===== src/rtl/pipe_pkg.sv =====
// Shared pipeline definitions: opcodes, instruction field positions and MEM FSM states.
package pipe_pkg;

    localparam logic [3:0] OP_NOP = 4'h0;
    localparam logic [3:0] OP_LW  = 4'h8;
    localparam logic [3:0] OP_LB  = 4'h9;
    localparam logic [3:0] OP_SW  = 4'hA;
    localparam logic [3:0] OP_SB  = 4'hB;

    localparam int OPC_HI = 15;
    localparam int OPC_LO = 12;
    localparam int RD_HI  = 11;
    localparam int RD_LO  = 8;

    typedef enum logic {
        IDLE,
        ACCESS
    } state_t;

    function automatic logic is_mem_op(input logic [3:0] opc);
        return (opc == OP_LW) || (opc == OP_LB) || (opc == OP_SW) || (opc == OP_SB);
    endfunction

    function automatic logic is_store_op(input logic [3:0] opc);
        return (opc == OP_SW) || (opc == OP_SB);
    endfunction

endpackage


===== src/rtl/dmem_array.sv =====
// 16-bit data RAM: synchronous byte-lane write, asynchronous read, no reset on contents.
module dmem_array #(
    parameter int DEPTH = 256
) (
    input  logic                     clk,
    input  logic [1:0]               we,
    input  logic [$clog2(DEPTH)-1:0] addr,
    input  logic [15:0]              wdata,
    output logic [15:0]              rdata
);

    logic [15:0] mem [DEPTH];

    always_ff @(posedge clk) begin
        if (we[0]) mem[addr][7:0]  <= wdata[7:0];
        if (we[1]) mem[addr][15:8] <= wdata[15:8];
    end

    assign rdata = mem[addr];

endmodule


===== src/rtl/mem_wb_stage.sv =====
// MEM stage with MEM/WB register: multi-cycle data-memory access FSM and write-back registers.
module mem_wb_stage
    import pipe_pkg::*;
#(
    parameter int DEPTH       = 256,
    parameter int MEM_LATENCY = 2
) (
    input  logic        clk,
    input  logic        rst,
    input  logic        in_valid,
    input  logic [15:0] instr_in,
    input  logic [15:0] op1_in,
    input  logic [31:0] alu_result_in,
    output logic        stall_out,
    output logic        out_valid,
    output logic [15:0] instr_out,
    output logic [31:0] wb_data_out,
    output logic        wb_en_out,
    output logic [3:0]  wb_reg_out,
    output logic        addr_err_out
);

    localparam int AW = $clog2(DEPTH);
    localparam int CW = (MEM_LATENCY > 1) ? $clog2(MEM_LATENCY) : 1;

    state_t          state_q, state_d;
    logic [CW-1:0]   cnt_q, cnt_d;
    logic [15:0]     acc_instr_q, acc_instr_d;
    logic [15:0]     acc_data_q, acc_data_d;
    logic [AW-1:0]   acc_word_q, acc_word_d;
    logic            acc_lane_q, acc_lane_d;
    logic            acc_ok_q, acc_ok_d;

    logic            out_valid_q, out_valid_d;
    logic [15:0]     instr_out_q, instr_out_d;
    logic [31:0]     wb_data_q, wb_data_d;
    logic            wb_en_q, wb_en_d;
    logic [3:0]      wb_reg_q, wb_reg_d;
    logic            addr_err_q, addr_err_d;

    logic [3:0]      in_opc, acc_opc;
    logic            in_range, commit;
    logic [1:0]      ram_we;
    logic [15:0]     ram_wdata, ram_rdata;
    logic [7:0]      ld_byte;
    logic [31:0]     ld_data;

    assign in_opc   = instr_in[OPC_HI:OPC_LO];
    assign acc_opc  = acc_instr_q[OPC_HI:OPC_LO];
    assign in_range = alu_result_in < 32'(2 * DEPTH);
    assign commit   = (state_q == ACCESS) && (cnt_q == '0);

    // Writes happen only on the commit edge, so a reset mid-access never reaches the RAM.
    always_comb begin
        ram_we    = '0;
        ram_wdata = acc_data_q;
        if (commit && acc_ok_q) begin
            if (acc_opc == OP_SW) begin
                ram_we = 2'b11;
            end else if (acc_opc == OP_SB) begin
                ram_we    = acc_lane_q ? 2'b10 : 2'b01;
                ram_wdata = {acc_data_q[7:0], acc_data_q[7:0]};
            end
        end
    end

    dmem_array #(
        .DEPTH(DEPTH)
    ) u_dmem (
        .clk   (clk),
        .we    (ram_we),
        .addr  (acc_word_q),
        .wdata (ram_wdata),
        .rdata (ram_rdata)
    );

    always_comb begin
        ld_byte = acc_lane_q ? ram_rdata[15:8] : ram_rdata[7:0];
        ld_data = '0;
        if (acc_ok_q) begin
            if (acc_opc == OP_LB) ld_data = {{24{ld_byte[7]}}, ld_byte};
            else                  ld_data = {16'h0000, ram_rdata};
        end
    end

    always_comb begin
        state_d     = state_q;
        cnt_d       = cnt_q;
        acc_instr_d = acc_instr_q;
        acc_data_d  = acc_data_q;
        acc_word_d  = acc_word_q;
        acc_lane_d  = acc_lane_q;
        acc_ok_d    = acc_ok_q;
        out_valid_d = out_valid_q;
        instr_out_d = instr_out_q;
        wb_data_d   = wb_data_q;
        wb_en_d     = wb_en_q;
        wb_reg_d    = wb_reg_q;
        addr_err_d  = addr_err_q;

        case (state_q)
            IDLE: begin
                out_valid_d = 1'b0;
                if (in_valid) begin
                    if (is_mem_op(in_opc)) begin
                        state_d     = ACCESS;
                        cnt_d       = CW'(MEM_LATENCY - 1);
                        acc_instr_d = instr_in;
                        acc_data_d  = op1_in;
                        acc_word_d  = alu_result_in[AW:1];
                        acc_lane_d  = alu_result_in[0];
                        acc_ok_d    = in_range;
                    end else begin
                        out_valid_d = 1'b1;
                        instr_out_d = instr_in;
                        wb_data_d   = alu_result_in;
                        wb_en_d     = (in_opc != OP_NOP);
                        wb_reg_d    = instr_in[RD_HI:RD_LO];
                        addr_err_d  = 1'b0;
                    end
                end
            end
            ACCESS: begin
                if (cnt_q != '0) begin
                    cnt_d = cnt_q - 1'b1;
                end else begin
                    state_d     = IDLE;
                    out_valid_d = 1'b1;
                    instr_out_d = acc_instr_q;
                    wb_data_d   = is_store_op(acc_opc) ? '0 : ld_data;
                    wb_en_d     = !is_store_op(acc_opc);
                    wb_reg_d    = acc_instr_q[RD_HI:RD_LO];
                    addr_err_d  = !acc_ok_q;
                end
            end
            default: state_d = IDLE;
        endcase
    end

    always_ff @(posedge clk or negedge rst) begin
        if (!rst) begin
            state_q     <= IDLE;
            cnt_q       <= '0;
            acc_instr_q <= '0;
            acc_data_q  <= '0;
            acc_word_q  <= '0;
            acc_lane_q  <= 1'b0;
            acc_ok_q    <= 1'b0;
            out_valid_q <= 1'b0;
            instr_out_q <= '0;
            wb_data_q   <= '0;
            wb_en_q     <= 1'b0;
            wb_reg_q    <= '0;
            addr_err_q  <= 1'b0;
        end else begin
            state_q     <= state_d;
            cnt_q       <= cnt_d;
            acc_instr_q <= acc_instr_d;
            acc_data_q  <= acc_data_d;
            acc_word_q  <= acc_word_d;
            acc_lane_q  <= acc_lane_d;
            acc_ok_q    <= acc_ok_d;
            out_valid_q <= out_valid_d;
            instr_out_q <= instr_out_d;
            wb_data_q   <= wb_data_d;
            wb_en_q     <= wb_en_d;
            wb_reg_q    <= wb_reg_d;
            addr_err_q  <= addr_err_d;
        end
    end

    assign stall_out    = (state_q == ACCESS);
    assign out_valid    = out_valid_q;
    assign instr_out    = instr_out_q;
    assign wb_data_out  = wb_data_q;
    assign wb_en_out    = wb_en_q;
    assign wb_reg_out   = wb_reg_q;
    assign addr_err_out = addr_err_q;

endmodule


===== config.mk =====
export PLATFORM = sky130hd
export DESIGN_NAME = mem_wb_stage
export DESIGN_NICKNAME = d
export VERILOG_FILES = /design/src/rtl/pipe_pkg.sv /design/src/rtl/dmem_array.sv /design/src/rtl/mem_wb_stage.sv
export SDC_FILE = /design/constraint.sdc
export NUM_CORES = 2
export LEC_CHECK = 0
export ABC_CLOCK_PERIOD_IN_PS = 18800
export CAP_MARGIN = 15
export CORE_ASPECT_RATIO = 0.9
export CORE_MARGIN = 2
export CORE_UTILIZATION = 45
export CTS_BUF_LIST = sky130_fd_sc_hd__clkbuf_4
export CTS_CLUSTER_DIAMETER = 100
export CTS_CLUSTER_SIZE = 24
export DETAILED_ROUTE_END_ITERATION = 7
export PLACE_DENSITY_LB_ADDON = 0.3
export SETUP_SLACK_MARGIN = 0.02
export SLEW_MARGIN = 15
export SYNTH_ARGS = -nofsm -noshare
export SYNTH_HDL_FRONTEND = slang
export SYNTH_HIERARCHICAL = 1
export SYNTH_SLANG_ARGS = --single-unit

===== constraint.sdc =====
create_clock -name clk -period 18.8 [get_ports clk]
set_clock_uncertainty 0.2 [all_clocks]
set_input_delay 2.82 -clock clk [delete_from_list [all_inputs] [get_ports clk]]
set_output_delay 2.82 -clock clk [all_outputs]
set_load 0.02 [all_outputs]

## Word level (Yosys, flattened, before mapping)

Memories as Yosys holds them, arrays and structs flattened.
Cells that the tools add are included.

| storage, ports and cells | value |
|---|---|
| register bits after elaboration | 99 |
| latch bits | 0 |
| bits in writable memories | 4096 |
| bits in read-only memories | 0 |
| bits of input ports | 67 |
| word-level logic and storage cells | 88 |
| memories kept | 1 |

| operators by class | value |
|---|---|
| add/sub/neg operators | 1 |
| multipliers | 0 |
| div/mod/pow operators | 0 |
| magnitude comparators | 1 |
| eq/ne operators | 11 |
| shift-type cells | 0 |
| mux-type cells | 47 |
| bitwise operators | 2 |
| reductions and logical operators | 12 |

Memory list:

| name | depth | bits a word | read ports | clocked after memory_dff | write ports | RTL line | text |
|---|---|---|---|---|---|---|---|
| u_dmem.mem | 256 | 16 | 1 | 0 | 1 | dmem_array.sv:12 | `logic [15:0] mem [DEPTH];` |

Operators with widths:

| cell | number |
|---|---|
| $mux 32 | 6 |
| $mux 16 | 6 |
| $pmux 32 s2 | 1 |
| $lt 32x10->1 const B | 1 |
| $pmux 16 s2 | 1 |
| $eq 4x4->1 const B | 7 |
| $mux 1 | 19 |
| $mux 4 | 3 |
| $pmux 1 s2 | 5 |
| $mux 2 | 4 |
| $mux 8 | 1 |
| $ne 2x2->1 const B | 4 |
| $pmux 4 s2 | 1 |
| $reduce_and 3->1 | 2 |
| $logic_or 1x1->1 | 4 |
| $reduce_bool 4->1 | 1 |
| $logic_and 1x1->1 | 2 |
| $logic_not 1->1 | 2 |
| $not 1->1 | 2 |
| $reduce_and 2->1 | 1 |
| $sub 1x1->1 const B | 1 |

## Logic depth before layout (Yosys ltp)

| depth | value |
|---|---|
| word-level depth | 7 |
| mapped depth | 14 |
| gate-level depth less buffers | 9 |

## Cells and area by module

The synthesis kept the hierarchy.

By module, submodules not included:

| module | times used | cells each | area each (um^2) | sequential area each (um^2) |
|---|---|---|---|---|
| dmem_array | 1 | 7018 | 156092.2 | 122998.0 |
| mem_wb_stage | 1 | 371 | 4410.5 | 2377.3 |

## Worst setup path before layout

OpenSTA, ideal clock, no wires.

| path | value |
|---|---|
| path kind | reg2reg |
| start point | register acc_data_q[5] |
| end point | memory u_dmem.mem[0][13], data pin |
| arrival | 6.470 ns |
| slack | 11.320 ns |
| stages on the path, launching flop included | 2 |
| period minus slack after synthesis | 7.480 ns |
| cell sequence | dfrtp_1 -> mux2_1 |

| between the ends | value |
|---|---|
| longest elaborated chain between the ends | 3 |

Ends and longest elaborated chain:

| item | RTL line | text |
|---|---|---|
| start: declaration | mem_wb_stage.sv:29 | `logic [15:0] acc_data_q, acc_data_d;` |
| start signal: assignment | mem_wb_stage.sv:159 | `acc_data_q <= acc_data_d;` |
| $mux 16 | mem_wb_stage.sv:60 | `end else if (acc_opc == OP_SB) begin` |
| $mux 16 | mem_wb_stage.sv:58 | `if (acc_opc == OP_SW) begin` |
| $mux 16 | mem_wb_stage.sv:57 | `if (commit && acc_ok_q) begin` |
| net ram_wdata[13] | mem_wb_stage.sv:44 | `logic [15:0] ram_wdata, ram_rdata;` |
| end: declaration | dmem_array.sv:12 |  |

The timed path passes the listed nets, and every way through them passes these cells.

## Worst setup path after layout

| path | value |
|---|---|
| start point | register acc_word_q[1] |
| end point | register wb_data_q[16] (netlist: wb_data_out[16]) |

| between the ends | value |
|---|---|
| longest elaborated chain between the ends | 7 |

Ends and longest elaborated chain:

| item | RTL line | text |
|---|---|---|
| start: declaration | mem_wb_stage.sv:30 | `logic [AW-1:0] acc_word_q, acc_word_d;` |
| start signal: assignment | mem_wb_stage.sv:160 | `acc_word_q <= acc_word_d;` |
| $mem_v2 256x16 | - |  |
| net ram_rdata[15] | mem_wb_stage.sv:44 |  |
| $mux 8 | mem_wb_stage.sv:78 | `ld_byte = acc_lane_q ? ram_rdata[15:8] : ram_rdata[7:0];` |
| $mux 32 | mem_wb_stage.sv:81 | `if (acc_opc == OP_LB) ld_data = {{24{ld_byte[7]}}, ld_byte};` |
| $mux 32 | mem_wb_stage.sv:80 | `if (acc_ok_q) begin` |
| $mux 32 | mem_wb_stage.sv:130 | `wb_data_d = is_store_op(acc_opc) ? '0 : ld_data;` |
| $mux 32 | mem_wb_stage.sv:124 | `if (cnt_q != '0) begin` |
| $pmux 32 s2 | mem_wb_stage.sv:101 | `case (state_q)` |
| end signal: assignment | mem_wb_stage.sv:165 | `wb_data_q <= wb_data_d;` |
| end: declaration | mem_wb_stage.sv:36 | `logic [31:0] wb_data_q, wb_data_d;` |

The timed path passes the listed nets, and every way through them passes these cells. The select of a mux whose other input is x is not followed.
A chain may end at the register's enable or synchronous reset.

==> metrics.txt <==
drt drc 0; Via Count 77000; Worst setup EP type register; Area Growth Syn to Fin 5.59%; Max rail drop VDD 0.101 mV; clock latency on the worst-skew pair 1.56 ns; via/cell ratio 6.31; Worst setup SP type register; postcts setup bufs 0; Worst Path Arrival 9.21 ns; Hold Path Stages 2; syn nets 7456; initial antenna violation count 26; WS Path Type reg -> reg; H-tree depth 4; RR Endpoint wb_data_out[16]$_DFFE_PN0P_; largest net degree at the start of global routing 188; FMAX 124 MHz; Most used DFF post-synth edfxtp_1; RSZ-0062 raised after global routing no; RR Startpoint acc_word_q[1]$_DFFE_PN0P_; DIE AREA 361000 µm²; PostCTS Resize Cnt 0; GP Congestion 0.835; Port Buf Inserts 122; Rows 208; Worst Path Max Fanout 102; Async SR Flop Fraction 2.27%; Hold Fails Final Rpt 0; Hold Path Sink instr_out[0]$_DFFE_PN0P_; Final Cycle Share 43.0%; status finished, final reports clean; Cell Area, Synth 161000 µm²; CTS tree done; Multi-input gate area 33500 µm²; final WL 393000 µm; Syn Inst Count 7389; cell count of the worst reg-to-reg path 13; Hold/Removal Path Class reg -> reg; dpl cell area 167000 µm²; Post-Place Setup Slack 11.05 ns; Post-synth EDFFs 4096; global-route wire length before repair 558000 µm; worst relative slew slack 17.5%; clock buffer count from CTS 197; Distinct cells, synth 45; Worst Max-Slew Pin Slew 1.22 ns; final setup fails 0; CTS Root Buffer Type clkbuf_4; Placed Cells 11900; share of post-route cells with drive strength above 1 20.8%; Avg Cell Area, Syn 21.7 µm²; Leakage 0.0495 µW; Reg clk slew, reported paths 0.24 ns; minimum clock period 8.08 ns; post-route insts no fill 12200; drt pass-1 iters 6; die height 571 µm; average wire per standard cell 32.2 µm; io pins 123; drt first-iter violations 10200; dpl hpwl 228000 µm; YS warnings 6; Final Instance Area 169000 µm²; Worst Min Path Start instr_out[0]$_DFFE_PN0P_; area of the core 356000 µm²; reg-to-reg slack, setup 10.72 ns; register area share after synthesis 78.1%; worst path required time 19.94 ns; clk buf depth 4; GRT Resource Usage Total 21.4%; FF+latch count, synth 4191; initial core utilization 45.1%; Overflow after GRT 0; pwr dens 109 nW/µm²; Fin Setup TNS 0 ns; number of global-route vias before repair 75500; Final WS setup 10.72 ns; max cap viols 0; Slew Limit Fails 0; clock sinks 4191; fillers 28600; Hold-fix buffers, CTS 0; Die Wd 634 µm; Final nets 7464; Post-DRT Antenna Nets 0; register area 125000 µm²
-- critical path, stage by stage (launching register included) --
cell and delay [ns]:
dfrtp_4 0.74, buf_4 0.77, buf_4 0.72, buf_12 0.57
buf_4 0.79, mux4_2 0.41, a22oi_1 0.29, a21oi_1 0.19
o41ai_2 1.00, nand4_1 0.50, mux2i_1 0.50, nor2_1 0.22
a21oi_2 0.62, a2bb2oi_1 0.17
-- metrics by stage --
stage	total power (µW)	util, %	hold slack, ns
2_1_floorplan	13900	-	0.252
3_3_place_gp	15400	47.1	0.262
3_5_place_dp	15500	47.1	0.271
4_1_cts	18600	47.6	0.320
5_1_grt	19100	47.6	0.342
6_report	18500	47.6	0.319
-- Yosys cell counts, drive strengths merged, types with 2 or more instances --
master	n	area share [%]
mux4	1024	14
nand2b	3	0.012
a22oi	519	2.4
inv	3	0.0070
buf	189	0.62
nor3	2	0.0062
o211ai	9	0.070
nand4	34	0.13
nor4	5	0.019
nor2	526	1.2
and2	2	0.0078
nand3	40	0.12
a2bb2oi	17	0.097
mux2	46	0.32
mux2i	24	0.15
clkbuf	294	0.69
edfxtp	4096	77
nand2	82	0.20
o41ai	64	0.35
a21o	2	0.0094
o22ai	2	0.0078
nor2b	18	0.070
a21oi	259	0.81
dfrtp	95	1.5
or2	2	0.0078
o21ai	22	0.071
-- metal layers --
metal,GRT usage [%],routed length [µm]
met1,31.5,160000
met2,32.6,180000
met3,4.77,41500
met4,5.70,11000
met5,0,69
-- cell usage in the layout (no fill, tap or decap), types with 66 or more instances in the layout --
master | synthesis | layout
edfxtp_1 | 4096 | 4096
mux4_2 | 1024 | 1024
buf_4 | 26 | 154
clkdlybuf4s50_1 | 0 | 121
nand2_1 | 79 | 66
dfrtp_1 | 95 | 84
clkbuf_4 | 0 | 243
a22oi_1 | 519 | 519
a21oi_1 | 258 | 256
nor2_1 | 526 | 523
-- state kept, by name (all words and copies together) (netlist names), 8 cells and up --
signal / count
acc_data_q: 16
acc_instr_q: 16
acc_word_q: 8
instr_out: 16
u_dmem/mem: 4096
wb_data_out: 32
-- where the power goes --
part	leakage [µW]	switching, µW	internal, µW
combinational	0.0103	2760	1460
sequential	0.0380	147	10900
clock	0.00116	2550	604
total	0.0495	5450	13000
-- cells by family (layout without fill, tap and decap cells) --
kind of cell | count (synthesis) | in the layout | share of synthesized area, %
and+or+nand+nor | 721 | 721 | 1.86
AOI/OAI and AO/OA | 897 | 897 | 3.87
buffers and inverters | 486 | 547 | 1.32
DFF | 4191 | 4191 | 78.1
other | 0 | 23 | 0
muxes | 1094 | 1094 | 14.8
-- worst max-delay path by stage --
stage                                         start                          end  slack [ns]
after floorplan           acc_data_q[5]$_DFFE_PN0P_  u_dmem/mem[0][13]$_DFFE_PP_       11.32
after global placement    acc_word_q[1]$_DFFE_PN0P_  wb_data_out[21]$_DFFE_PN0P_       10.56
after detailed placement  acc_word_q[0]$_DFFE_PN0P_  wb_data_out[16]$_DFFE_PN0P_       11.05
after CTS                 acc_word_q[0]$_DFFE_PN0P_  wb_data_out[16]$_DFFE_PN0P_       10.98
after global routing      acc_word_q[0]$_DFFE_PN0P_  wb_data_out[18]$_DFFE_PN0P_       10.39
final                     acc_word_q[1]$_DFFE_PN0P_  wb_data_out[16]$_DFFE_PN0P_       10.72
-- area by class of cell --
cell class                 instances  area share (%)
antenna                           23          0.0340
clock buffer                     243            1.08
clock inverter                     9          0.0524
inverter                           3         0.00664
multi-input combinational       2712            19.7
sequential                      4191            74.0
tap                             4725            3.49
timing repair buffer             292            1.59
No activity file was read; power rests on OpenSTA's default activity.
